===== src/rtl/tick_timer_cmp_pkg.sv =====
// -----------------------------------------------------------------------------
// t03_timer_pkg
// Shared definitions for the tick compare/interrupt timer:
//   - register address map (CTRL, INTERVAL, STATUS, NOW)
//   - bit positions inside CTRL and STATUS
//   - compare FSM state encoding
// No ports; imported by the timer module and its testbench.
// -----------------------------------------------------------------------------
package t03_timer_pkg;

  // Register map on the 2-bit bus address
  localparam logic [1:0] ADDR_CTRL     = 2'd0;
  localparam logic [1:0] ADDR_INTERVAL = 2'd1;
  localparam logic [1:0] ADDR_STATUS   = 2'd2;
  localparam logic [1:0] ADDR_NOW      = 2'd3;

  // CTRL bit positions
  localparam int CTRL_EN_BIT       = 0;
  localparam int CTRL_PERIODIC_BIT = 1;

  // STATUS bit positions
  localparam int STATUS_PENDING_BIT = 0;

  // Compare FSM states
  typedef enum logic {
    IDLE  = 1'b0,
    ARMED = 1'b1
  } timer_state_t;

endpackage


===== src/rtl/tick_timer_cmp_if.sv =====
// -----------------------------------------------------------------------------
// tick_timer_cmp_if
// Single-cycle CPU register bus used to access the tick compare timer.
//   req   : request pulse, one cycle per access (master -> slave)
//   we    : 1 = write, 0 = read, qualified by req (master -> slave)
//   addr  : register select (master -> slave)
//   wdata : write data (master -> slave)
//   rdata : read data, non-zero only while ack is high (slave -> master)
//   ack   : one-cycle acknowledge, one cycle after req (slave -> master)
// -----------------------------------------------------------------------------
interface tick_timer_cmp_if #(
  parameter int CNT_W = 32
) ();

  logic             req;
  logic             we;
  logic [1:0]       addr;
  logic [CNT_W-1:0] wdata;
  logic [CNT_W-1:0] rdata;
  logic             ack;

  modport master (
    output req,
    output we,
    output addr,
    output wdata,
    input  rdata,
    input  ack
  );

  modport slave (
    input  req,
    input  we,
    input  addr,
    input  wdata,
    output rdata,
    output ack
  );

endinterface


===== src/rtl/tick_timer_cmp.sv =====
// -----------------------------------------------------------------------------
// tick_timer_cmp
// Programmable compare/interrupt timer driven by the free-running hardware
// tick count. The CPU arms a one-shot or periodic interval; on expiry a
// sticky pending flag is set and presented as a level interrupt.
//
// Ports:
//   clk        : system clock, rising edge
//   rst        : asynchronous active-high reset
//   tick_count : free-running tick value, wraps at 2^CNT_W
//   bus        : register bus, slave side (req/we/addr/wdata -> rdata/ack)
//   irq        : level interrupt, equal to STATUS.pending
// -----------------------------------------------------------------------------
module tick_timer_cmp
  import t03_timer_pkg::*;
#(
  parameter int CNT_W = 32
) (
  input  logic             clk,
  input  logic             rst,
  input  logic [CNT_W-1:0] tick_count,
  tick_timer_cmp_if.slave  bus,
  output logic             irq
);

  // ---------------------------------------------------------------------------
  // State
  // ---------------------------------------------------------------------------
  timer_state_t     r_state;
  logic             r_en;
  logic             r_periodic;
  logic [CNT_W-1:0] r_interval;
  logic [CNT_W-1:0] r_base;
  logic             r_pending;
  logic             r_ack;
  logic [CNT_W-1:0] r_rdata;

  timer_state_t     w_state_next;
  logic             w_en_next;
  logic [CNT_W-1:0] w_base_next;
  logic             w_pending_next;
  logic [CNT_W-1:0] w_rdata;

  // ---------------------------------------------------------------------------
  // Bus decode
  // ---------------------------------------------------------------------------
  logic w_wr;
  logic w_wr_ctrl;
  logic w_wr_interval;
  logic w_wr_status;

  assign w_wr          = bus.req & bus.we;
  assign w_wr_ctrl     = w_wr && (bus.addr == ADDR_CTRL);
  assign w_wr_interval = w_wr && (bus.addr == ADDR_INTERVAL);
  assign w_wr_status   = w_wr && (bus.addr == ADDR_STATUS);

  // ---------------------------------------------------------------------------
  // Compare
  // Elapsed is taken modulo 2^CNT_W so a wrap of tick_count between arming
  // and expiry does not cause an early or missed fire.
  // ---------------------------------------------------------------------------
  logic [CNT_W-1:0] w_elapsed;
  logic             w_expire;

  assign w_elapsed = tick_count - r_base;
  assign w_expire  = (r_state == ARMED) && (w_elapsed >= r_interval);

  // ---------------------------------------------------------------------------
  // Compare FSM: next-state logic
  // ---------------------------------------------------------------------------
  always_comb begin
    w_state_next   = r_state;
    w_en_next      = r_en;
    w_base_next    = r_base;
    w_pending_next = r_pending;

    case (r_state)
      IDLE: begin
        w_state_next = IDLE;
      end
      ARMED: begin
        if (w_expire) begin
          // A zero interval in periodic mode would re-fire every cycle, so it
          // is treated like one-shot.
          if (r_periodic && (r_interval != '0)) begin
            // Advance from the previous base rather than tick_count so the
            // period does not drift with evaluation latency.
            w_base_next = r_base + r_interval;
          end else begin
            w_en_next    = 1'b0;
            w_state_next = IDLE;
          end
        end
      end
      default: begin
        w_state_next = IDLE;
        w_en_next    = 1'b0;
      end
    endcase

    // A CTRL write overrides whatever the compare decided for state/base/en.
    if (w_wr_ctrl) begin
      if (bus.wdata[CTRL_EN_BIT]) begin
        w_state_next = ARMED;
        w_en_next    = 1'b1;
        w_base_next  = tick_count;
      end else begin
        w_state_next = IDLE;
        w_en_next    = 1'b0;
      end
    end

    // W1C first, expiry second: a simultaneous set wins.
    if (w_wr_status && bus.wdata[STATUS_PENDING_BIT]) begin
      w_pending_next = 1'b0;
    end
    if (w_expire) begin
      w_pending_next = 1'b1;
    end
  end

  // ---------------------------------------------------------------------------
  // Compare FSM: state register
  // ---------------------------------------------------------------------------
  always_ff @(posedge clk or posedge rst) begin
    if (rst) begin
      r_state   <= IDLE;
      r_en      <= 1'b0;
      r_base    <= '0;
      r_pending <= 1'b0;
    end else begin
      r_state   <= w_state_next;
      r_en      <= w_en_next;
      r_base    <= w_base_next;
      r_pending <= w_pending_next;
    end
  end

  // ---------------------------------------------------------------------------
  // Register file: plain R/W configuration fields
  // ---------------------------------------------------------------------------
  always_ff @(posedge clk or posedge rst) begin
    if (rst) begin
      r_periodic <= 1'b0;
      r_interval <= '0;
    end else begin
      if (w_wr_ctrl) begin
        r_periodic <= bus.wdata[CTRL_PERIODIC_BIT];
      end
      // Takes effect for the compare from the next cycle; base is untouched.
      if (w_wr_interval) begin
        r_interval <= bus.wdata;
      end
    end
  end

  // ---------------------------------------------------------------------------
  // Read mux (values as they stand at the req edge)
  // ---------------------------------------------------------------------------
  always_comb begin
    w_rdata = '0;
    case (bus.addr)
      ADDR_CTRL: begin
        w_rdata[CTRL_EN_BIT]       = r_en;
        w_rdata[CTRL_PERIODIC_BIT] = r_periodic;
      end
      ADDR_INTERVAL: begin
        w_rdata = r_interval;
      end
      ADDR_STATUS: begin
        w_rdata[STATUS_PENDING_BIT] = r_pending;
      end
      ADDR_NOW: begin
        w_rdata = tick_count;
      end
      default: begin
        w_rdata = '0;
      end
    endcase
  end

  // ---------------------------------------------------------------------------
  // Bus response: ack one cycle after every req; rdata only alongside a read ack
  // ---------------------------------------------------------------------------
  always_ff @(posedge clk or posedge rst) begin
    if (rst) begin
      r_ack   <= 1'b0;
      r_rdata <= '0;
    end else begin
      r_ack <= bus.req;
      if (bus.req && !bus.we) begin
        r_rdata <= w_rdata;
      end else begin
        r_rdata <= '0;
      end
    end
  end

  assign bus.ack   = r_ack;
  assign bus.rdata = r_rdata;
  assign irq       = r_pending;

endmodule


===== src/flat_wrapper.sv =====
// flat-port wrapper written by rule: the top's interface ports become plain ports
module tick_timer_cmp_flat import t03_timer_pkg::*;
#(
  parameter int CNT_W = 32
)
  (clk, rst, tick_count, irq, bus_req, bus_we, bus_addr, bus_wdata, bus_rdata, bus_ack);
  tick_timer_cmp_if #(.CNT_W(CNT_W)) bus_i ();
  input  logic clk;
  input  logic rst;
  input  logic [CNT_W-1:0] tick_count;
  output logic irq;
  input wire logic [$bits(bus_i.req)-1:0] bus_req;
  input wire logic [$bits(bus_i.we)-1:0] bus_we;
  input wire logic [$bits(bus_i.addr)-1:0] bus_addr;
  input wire logic [$bits(bus_i.wdata)-1:0] bus_wdata;
  output wire logic [$bits(bus_i.rdata)-1:0] bus_rdata;
  output wire logic [$bits(bus_i.ack)-1:0] bus_ack;
  assign bus_i.req = bus_req;
  assign bus_i.we = bus_we;
  assign bus_i.addr = bus_addr;
  assign bus_i.wdata = bus_wdata;
  assign bus_rdata = bus_i.rdata;
  assign bus_ack = bus_i.ack;
  tick_timer_cmp #(.CNT_W(CNT_W)) u_core (.clk(clk), .rst(rst), .tick_count(tick_count), .bus(bus_i), .irq(irq));
endmodule

===== config.mk =====
export PLATFORM = sky130hd
export DESIGN_NAME = tick_timer_cmp_flat
export DESIGN_NICKNAME = d
export VERILOG_FILES = /design/src/rtl/tick_timer_cmp_pkg.sv /design/src/rtl/tick_timer_cmp_if.sv /design/src/rtl/tick_timer_cmp.sv /design/src/flat_wrapper.sv
export SDC_FILE = /design/constraint.sdc
export NUM_CORES = 1
export LEC_CHECK = 0
export ABC_AREA = 0
export BUFFER_PORTS_ARGS = -buffer_cell sky130_fd_sc_hd__buf_2
export CAP_MARGIN = 20
export CORE_MARGIN = 2
export CORE_UTILIZATION = 64
export CTS_CLUSTER_SIZE = 16
export DETAILED_ROUTE_END_ITERATION = 6
export PLACE_DENSITY = 0.87
export RECOVER_POWER = 100
export SLEW_MARGIN = 25
export SYNTH_ARGS = -nofsm -noshare
export SYNTH_HDL_FRONTEND = slang
export SYNTH_SLANG_ARGS = --single-unit
export TNS_END_PERCENT = 50

===== constraint.sdc =====
create_clock -name clk -period 8.03 [get_ports clk]
set_clock_uncertainty 0.1 [all_clocks]
set_input_delay 1.2045 -clock clk [delete_from_list [all_inputs] [get_ports clk]]
set_output_delay 1.2045 -clock clk [all_outputs]
set_load 0.05 [all_outputs]

# Yosys cells after proc, flatten, opt, wreduce, memory -nomap -nowiden
# Cells that the tools add are included.
# word_totals
reg_bits	101
latch_bits	0
mem_bits_rw	0
rom_bits	0
input_bits	70
output_inout_bits	34
elab_cells	51
n_memories	0
# op_classes
add_sub_neg	2
multipliers	0
n_div	0
order_cmp	1
n_eq_ne	4
shift	0
n_mux	20
bitwise	2
reduce_logical	14
# op_table
operator	n
$mux 32	6
$pmux 30 s2	1
$add 32x32->32	1
$ge 32x32->1	1
$reduce_bool 32->1	1
$sub 32x32->32	1
$mux 1	10
$logic_and 1x1->1	7
$reduce_bool 2->1	3
$eq 2x2->1 const B	2
$pmux 1 s4	1
$pmux 1 s3	1
$reduce_and 3->1	1
$eq 2x1->1 const B	1
$logic_not 2->1	1
$ne 2x1->1 const B	1
$pmux 1 s2	1
$and 1x1->1	1
$logic_not 1->1	1
$not 1->1	1

# Logic depth before layout (Yosys ltp)
# Gate-level depths: netlist of the first run.
# logic_depth
word_depth	7
ltp_mapped	24
ltp_nobuf	23

# Worst setup path before layout of the first run
# OpenSTA, ideal clock, no wires.
# synth_timing
path_type	input to register
startpoint	in tick_count[0]
endpoint	reg u_core.r_base[14]
arrival_ns	5.426
required_ns	7.793
path_slack_ns	2.367
cell_stages	23
path_buffers	1
cell_sequence	inv_1 -> ha_1 -> inv_1 -> fa_1 -> a211oi_1 -> o21ai_1 -> a311oi_2 -> a21oi_2 -> a311o_2 -> a31oi_4 -> o21ai_2 -> a21oi_2 -> xnor2_1 -> ha_1 -> nand4_1 -> nor3_1 -> nand3_1 -> a211oi_1 -> a211oi_2 -> nor2_1 -> buf_2 -> mux2i_1 -> a21oi_1
# synth_via
elab_chain_cells	7
# synth_lines
item	line_no	text
start: declaration	flat_wrapper.sv:10	input logic [CNT_W-1:0] tick_count;
$sub 32x32->32 (*)	tick_timer_cmp.sv:65	assign w_elapsed = tick_count - r_base;
$ge 32x32->1 (*)	tick_timer_cmp.sv:66	assign w_expire = (r_state == ARMED) && (w_elapsed >= r_interval);
$logic_and 1x1->1 (*)	tick_timer_cmp.sv:66	
$mux 32 (*)	tick_timer_cmp.sv:82	if (w_expire) begin
$mux 32 (*)	tick_timer_cmp.sv:77	case (r_state)
$mux 32	tick_timer_cmp.sv:103	if (bus.wdata[CTRL_EN_BIT]) begin
$mux 32 (*)	tick_timer_cmp.sv:102	if (w_wr_ctrl) begin
named net u_core.w_base_next[14]	tick_timer_cmp.sv:40	logic [CNT_W-1:0] w_base_next;
end signal: assignment	tick_timer_cmp.sv:134	r_base <= w_base_next;
end: declaration	tick_timer_cmp.sv:33	logic [CNT_W-1:0] r_base;
# The timed path passes the listed nets; every way through them passes the cells marked *.
# A chain may end at the register's enable or synchronous reset.

# Final worst setup path of the first run
# layout_timing
startpoint	in tick_count[0]
endpoint	reg u_core.r_base[30]
# Same word-level chain as after synthesis.

==> results of run 1 <==
[cell type report]
type	instances	area, sq um	share of cell area
clock buffers	11	243	0.0266
clock inverters	2	60.1	0.00657
inverters	79	298	0.0326
multi-input cells	714	5300	0.580
flip-flops and latches	101	2530	0.277
well taps	172	215	0.0235
repair buffers	108	497	0.0544
[per-layer routing]
metal | vias up | part of all wire | track usage
met5 | - | 0 | 0
met3 | 44 | 0.063 | 0.0518
met2 | 243 | 0.46 | 0.499
met4 | 0 | 0.026 | 0.114
li1 | 3478 | - | -
met1 | 3423 | 0.45 | 0.402
[placed cells by master, fill, tap and decap left out, types with 12 or more instances in the layout]
cell type  Yosys  layout
nor3_1        13      13
mux2i_1       55      55
o21ai_0       30      47
a21o_1        36      36
o21a_1        12      12
inv_1         79      78
clkbuf_1      14      40
buf_2          4      67
a21oi_1       60      62
nand3_1       12      12
nand2_1       65      65
nor2_1        87      86
ha_1          94      94
o21ai_1       29      12
dfrtp_1      101     101
mux2_2        33      33
xnor2_1       33      33
xor2_1        18      18
nor4_1        12      12
[cell families after synthesis]
group,Yosys count,share of synthesized area
compound gates,239,0.195
xor+xnor,51,0.0542
fa+ha+maj,96,0.148
buf+inv,102,0.0471
flops,101,0.307
mux,89,0.115
simple gates,239,0.134
[worst max-delay path, cell delays in order]
cell      delay (ns)
clkbuf_1        0.10
inv_1           0.07
ha_1            0.19
inv_1           0.07
fa_1            0.41
a211oi_1        0.40
o21ai_0         0.20
a311oi_1        0.37
a21oi_1         0.19
a311o_2         0.41
a31oi_1         0.40
o21bai_2        0.08
a21oi_1         0.18
xnor2_1         0.10
ha_1            0.20
a21o_1          0.15
a21oi_1         0.13
nor2b_1         0.06
o41a_1          0.40
a211oi_1        0.61
nor2_4          0.21
buf_4           0.37
nand3_1         0.15
mux2i_1         0.12
a211o_1         0.29
[registers in the layout, indices dropped and copies added, names as in the netlist]
signal / flops
u_core.r_interval: 32
u_core.r_en: 1
u_core.irq: 1
u_core.r_state: 1
u_core.bus.rdata: 32
u_core.r_periodic: 1
u_core.r_base: 32
u_core.bus.ack: 1
[power groups by stage]
stage | registers (mW) | clock network [mW] | logic [mW]
after floorplan | 0.764 | 0 | 1.84
after global placement | 0.781 | 0 | 2.23
after detailed placement | 0.786 | 0 | 2.31
after CTS | 0.779 | 0.469 | 2.34
after global routing | 0.800 | 0.492 | 2.61
final | 0.785 | 0.463 | 2.34
[worst max path at each step]
stage / to / start / depth (start not counted)
3_5_place_dp: u_core.r_base[4] / tick_count[0] / 24
3_3_place_gp: u_core.r_base[4] / tick_count[0] / 24
4_1_cts: u_core.r_base[30] / tick_count[0] / 24
2_1_floorplan: u_core.r_base[14] / tick_count[0] / 23
6_report: u_core.r_base[30] / tick_count[0] / 25
5_1_grt: u_core.r_base[30] / tick_count[0] / 25
==> metrics, run 1 <==
worst slack, placed 1.28 ns; power per standard cell area 393 nW/um^2; Hold WC Path Type reg -> reg; final core area utilization 0.724; fraction of registers with async set/reset 1.00; Final min period 6.95 ns; final instance area 9140 sq um; final period utilization 0.865; total vias in the final route 7188; clk_lat worst skew 0.36 ns; Setup crit end kind flop; R2R Path Start u_core.r_base[0]; vias per cell 6.06; Seq cells post-synth 101; min-delay src u_core.r_en; worst slew pin tran 3.37 ns; Worst setup SP type input pin; Root Buffer clkbuf_16; initial antenna violation count 0; top-area cell type share of the netlist area 0.307; Core Area 12600 sq um; total grt overflow 0; outcome finished, violations left; GRT Total Usage 0.303; Power, Total 3.59 mW; hold-fix buffers at CTS 0; worst-path fanout max 32; Post-Place Cells 1174; Seq pwr share 0.219; failing checks max-capacitance violations, max-slew violations; Final Hold Fails 0; Mapped Avg Cell Area 8.98 sq um; Antenna Nets Post-Route 0; Clock transition at path regs 0.06 ns; final std cells w/o fill 1187; CP arrival 7.08 ns; die height 117 um; worst path required time 8.16 ns; WHS Path Cells 2; Inserted Diodes 0; CTS Sinks 101; Post-synth EDFFs 0; clock tree buffer depth 2; setup tns final 0 ns; Reg2Reg Depth 23; share of layout cells above drive strength 1 0.135; switch share 0.458; CTS resizes 0; cell with the most instances after synthesis dfrtp_1; Syn. warnings 0; Synth Net Count 1083; Worst R2R Setup Slack 1.69 ns; Fmax achieved 144 MHz; num rows 41; Main synth FF type dfrtp_1; area grow syn2layout 10.9%; Placed Area 8930 sq um; reg2reg end u_core.r_base[30]; CTS tree done; I/O Buffers 103; first-pass GRT wire length 34.0 mm; Hold Slack 0.399 ns; P_leak 4.43 nW; Power Internal 1.94 mW; Syn Inst Count 917; Max-Cap Viols 3; setup repair bufs after CTS 0; FILL cells 1016; routed len/inst 17.1 um; RSZ-0062 raised after global routing no; DR iter-0 viols 547; Setup CP Type in -> reg; slack of the critical path 1.08 ns; DRC Markers 0; NetSw 1.65 mW; worst-case headroom to the max-slew limit -1.25; area leader, netlist dfrtp_1; pin count of the biggest net entering global routing 64; DR pass1 iterations 6; Hold Path Sink u_core.r_en; register area share after synthesis 0.307; Synth cell types 69; H-Tree Depth 3; Final #Nets 1179; die footprint 13800 sq um; CTS Buf Count 9; Max VDD drop 173 uV; gp weighted congestion 0.942; final wirelength 20.3 mm; final setup vio count 0; Clk pwr share 0.129; Commonest cells post-synth 101 x dfrtp_1, 94 x ha_1, 87 x nor2_1, 79 x inv_1, 65 x nand2_1; Die Width 117 um; ranking of synthesized cells by area dfrtp_1 31%, ha_1 14%, mux2i_1 6.7%; vias in the first global route 7093; I/O Pins 104; Logic pwr share 0.652; initial core utilization 0.653; Max Transition Viols Final 142; post-DP HPWL 15.3 mm; cell area after synthesis 8240 sq um
(Power assumes the default switching activity.)
==> inputs of run 2 (changes only) <==
--- a/config.mk
+++ b/config.mk
@@ -8,6 +8,7 @@
 export ABC_AREA = 0
 export BUFFER_PORTS_ARGS = -buffer_cell sky130_fd_sc_hd__buf_2
 export CAP_MARGIN = 20
+export CORE_ASPECT_RATIO = 0.7
 export CORE_MARGIN = 2
 export CORE_UTILIZATION = 64
 export CTS_CLUSTER_SIZE = 16
==> metrics, run 2 (same netlist as run 1, synthesis figures left out) <==
Worst R2R Setup Slack 1.89 ns; Final min period 6.74 ns; reg2reg end u_core.r_base[4]; first-pass GRT wire length 34.5 mm; Logic pwr share 0.658; Final #Nets 1180; clock tree buffer depth 2; share of layout cells above drive strength 1 0.137; Clk pwr share 0.124; final wirelength 21.1 mm; pin count of the biggest net entering global routing 55; total grt overflow 0; CP arrival 6.84 ns; final setup vio count 0; min-delay src u_core.r_state; die footprint 13800 sq um; area grow syn2layout 10.7%; Max stage delay on crit path 0.51 ns; Worst setup SP type input pin; slowest CP cell nor2_4; Setup CP Type in -> reg; CTS tree done; die height 98.9 um; setup repair bufs after CTS 0; worst slew pin tran 2.77 ns; gp weighted congestion 0.982; RSZ-0062 raised after global routing no; WHS Path Cells 2; power per standard cell area 394 nW/um^2; Clock transition at path regs 0.07 ns; final period utilization 0.839; Hold WC Path Type reg -> reg; most common cell after layout, fill and taps aside dfrtp_1; worst-case headroom to the max-slew limit -0.847; Fmax achieved 148 MHz; CTS resizes 0; Max-Cap Viols 4; num rows 34; Root Buffer clkbuf_16; I/O Buffers 103; Setup crit end kind flop; hold-fix buffers at CTS 0; Max VDD drop 220 uV; worst-path fanout max 20; H-Tree Depth 3; CTS Sinks 101; I/O Pins 104; Max Transition Viols Final 173; DR pass1 iterations 6; Hold Path Sink u_core.r_state; critical path cell sequence clkbuf_1, inv_1, ha_1, inv_1, fa_1, a211oi_1, o21ai_0, a311oi_1, a21oi_1, a311o_2, a31oi_1, o21ai_2, a21oi_1, xnor2_1, ha_1, nand4_1, nor3_1, nand3_1, a211oi_1, a211oi_1, nor2_4, buf_4, mux2i_1, a21oi_1; setup tns final 0 ns; DRC Markers 0; R2R Path Start u_core.r_base[0]; post-DP HPWL 15.9 mm; Power Internal 1.91 mW; initial antenna violation count 0; most frequent cells in the layout 101 x dfrtp_1, 94 x ha_1, 86 x nor2_1; Final Hold Fails 0; Seq pwr share 0.219; initial core utilization 0.659; worst path required time 8.13 ns; DR iter-0 viols 734; CTS Buf Count 9; vias in the first global route 6946; vias per cell 6.26; outcome finished, violations left; clk_lat worst skew 0.36 ns; Die Width 140 um; Hold Slack 0.428 ns; NetSw 1.68 mW; switch share 0.468; GRT Total Usage 0.310; total vias in the final route 7389; routed len/inst 17.9 um; P_leak 4.42 nW; Core Area 12500 sq um; Antenna Nets Post-Route 0; failing checks max-capacitance violations, max-slew violations; Reg2Reg Depth 22; Inserted Diodes 0
run 2: worst max-delay path, delay by kind of cell:
| kind | cells | cell delay, ns |
|---|---|---|
| XOR/XNOR | 1 | 0.09 |
| AO/OA/AOI/OAI | 11 | 2.73 |
| multiplexers | 1 | 0.25 |
| buffers and inverters | 4 | 0.58 |
| AND/OR/NAND/NOR | 4 | 1.10 |
| adder cells (fa/ha/maj) | 3 | 0.88 |
run 2: power by group through the flow:
stage | logic [mW] | registers (mW) | clock network, mW
finish | 2.37 | 0.787 | 0.445
CTS | 2.35 | 0.780 | 0.447
floorplan | 1.84 | 0.764 | 0
global placement | 2.25 | 0.786 | 0
global route | 2.65 | 0.802 | 0.465
detailed placement | 2.32 | 0.787 | 0
run 2: worst max-delay path by stage:
stage	from	slack, ns	endpoint
2_1_floorplan	tick_count[0]	2.37	u_core.r_base[14]
3_3_place_gp	tick_count[0]	1.63	u_core.r_base[4]
3_5_place_dp	tick_count[0]	1.28	u_core.r_base[0]
4_1_cts	tick_count[0]	1.69	u_core.r_base[4]
5_1_grt	tick_count[0]	0.81	u_core.r_base[9]
6_report	tick_count[0]	1.29	u_core.r_base[4]
run 2: metal layers:
metal | vias up | track usage | share of wire
li1 | 3492 | - | -
met1 | 3493 | 0.458 | 0.47
met2 | 370 | 0.468 | 0.41
met3 | 34 | 0.0617 | 0.097
met4 | 0 | 0.0777 | 0.019
met5 | - | 0 | 0
run 2: cell type report:
cell class	instances	area, sq um
inverter	79	298
tap	162	203
multi-input combinational	714	5300
sequential	101	2530
fill	942	3380
clock buffer	11	233
timing repair buffer	109	504
clock inverter	5	60.1
run 2: stage by stage:
step                std cells  total power [mW]  utilization  setup WS (ns)  instance area, sq um
global route             1181              3.91        0.729          0.813                  9120
global placement         1165              3.03        0.713           1.63                  8920
floorplan                 917              2.60            -           2.37                  8240
finish                   1181              3.60        0.729           1.29                  9120
detailed placement       1165              3.11        0.713           1.28                  8920
CTS                      1181              3.58        0.737           1.69                  9220
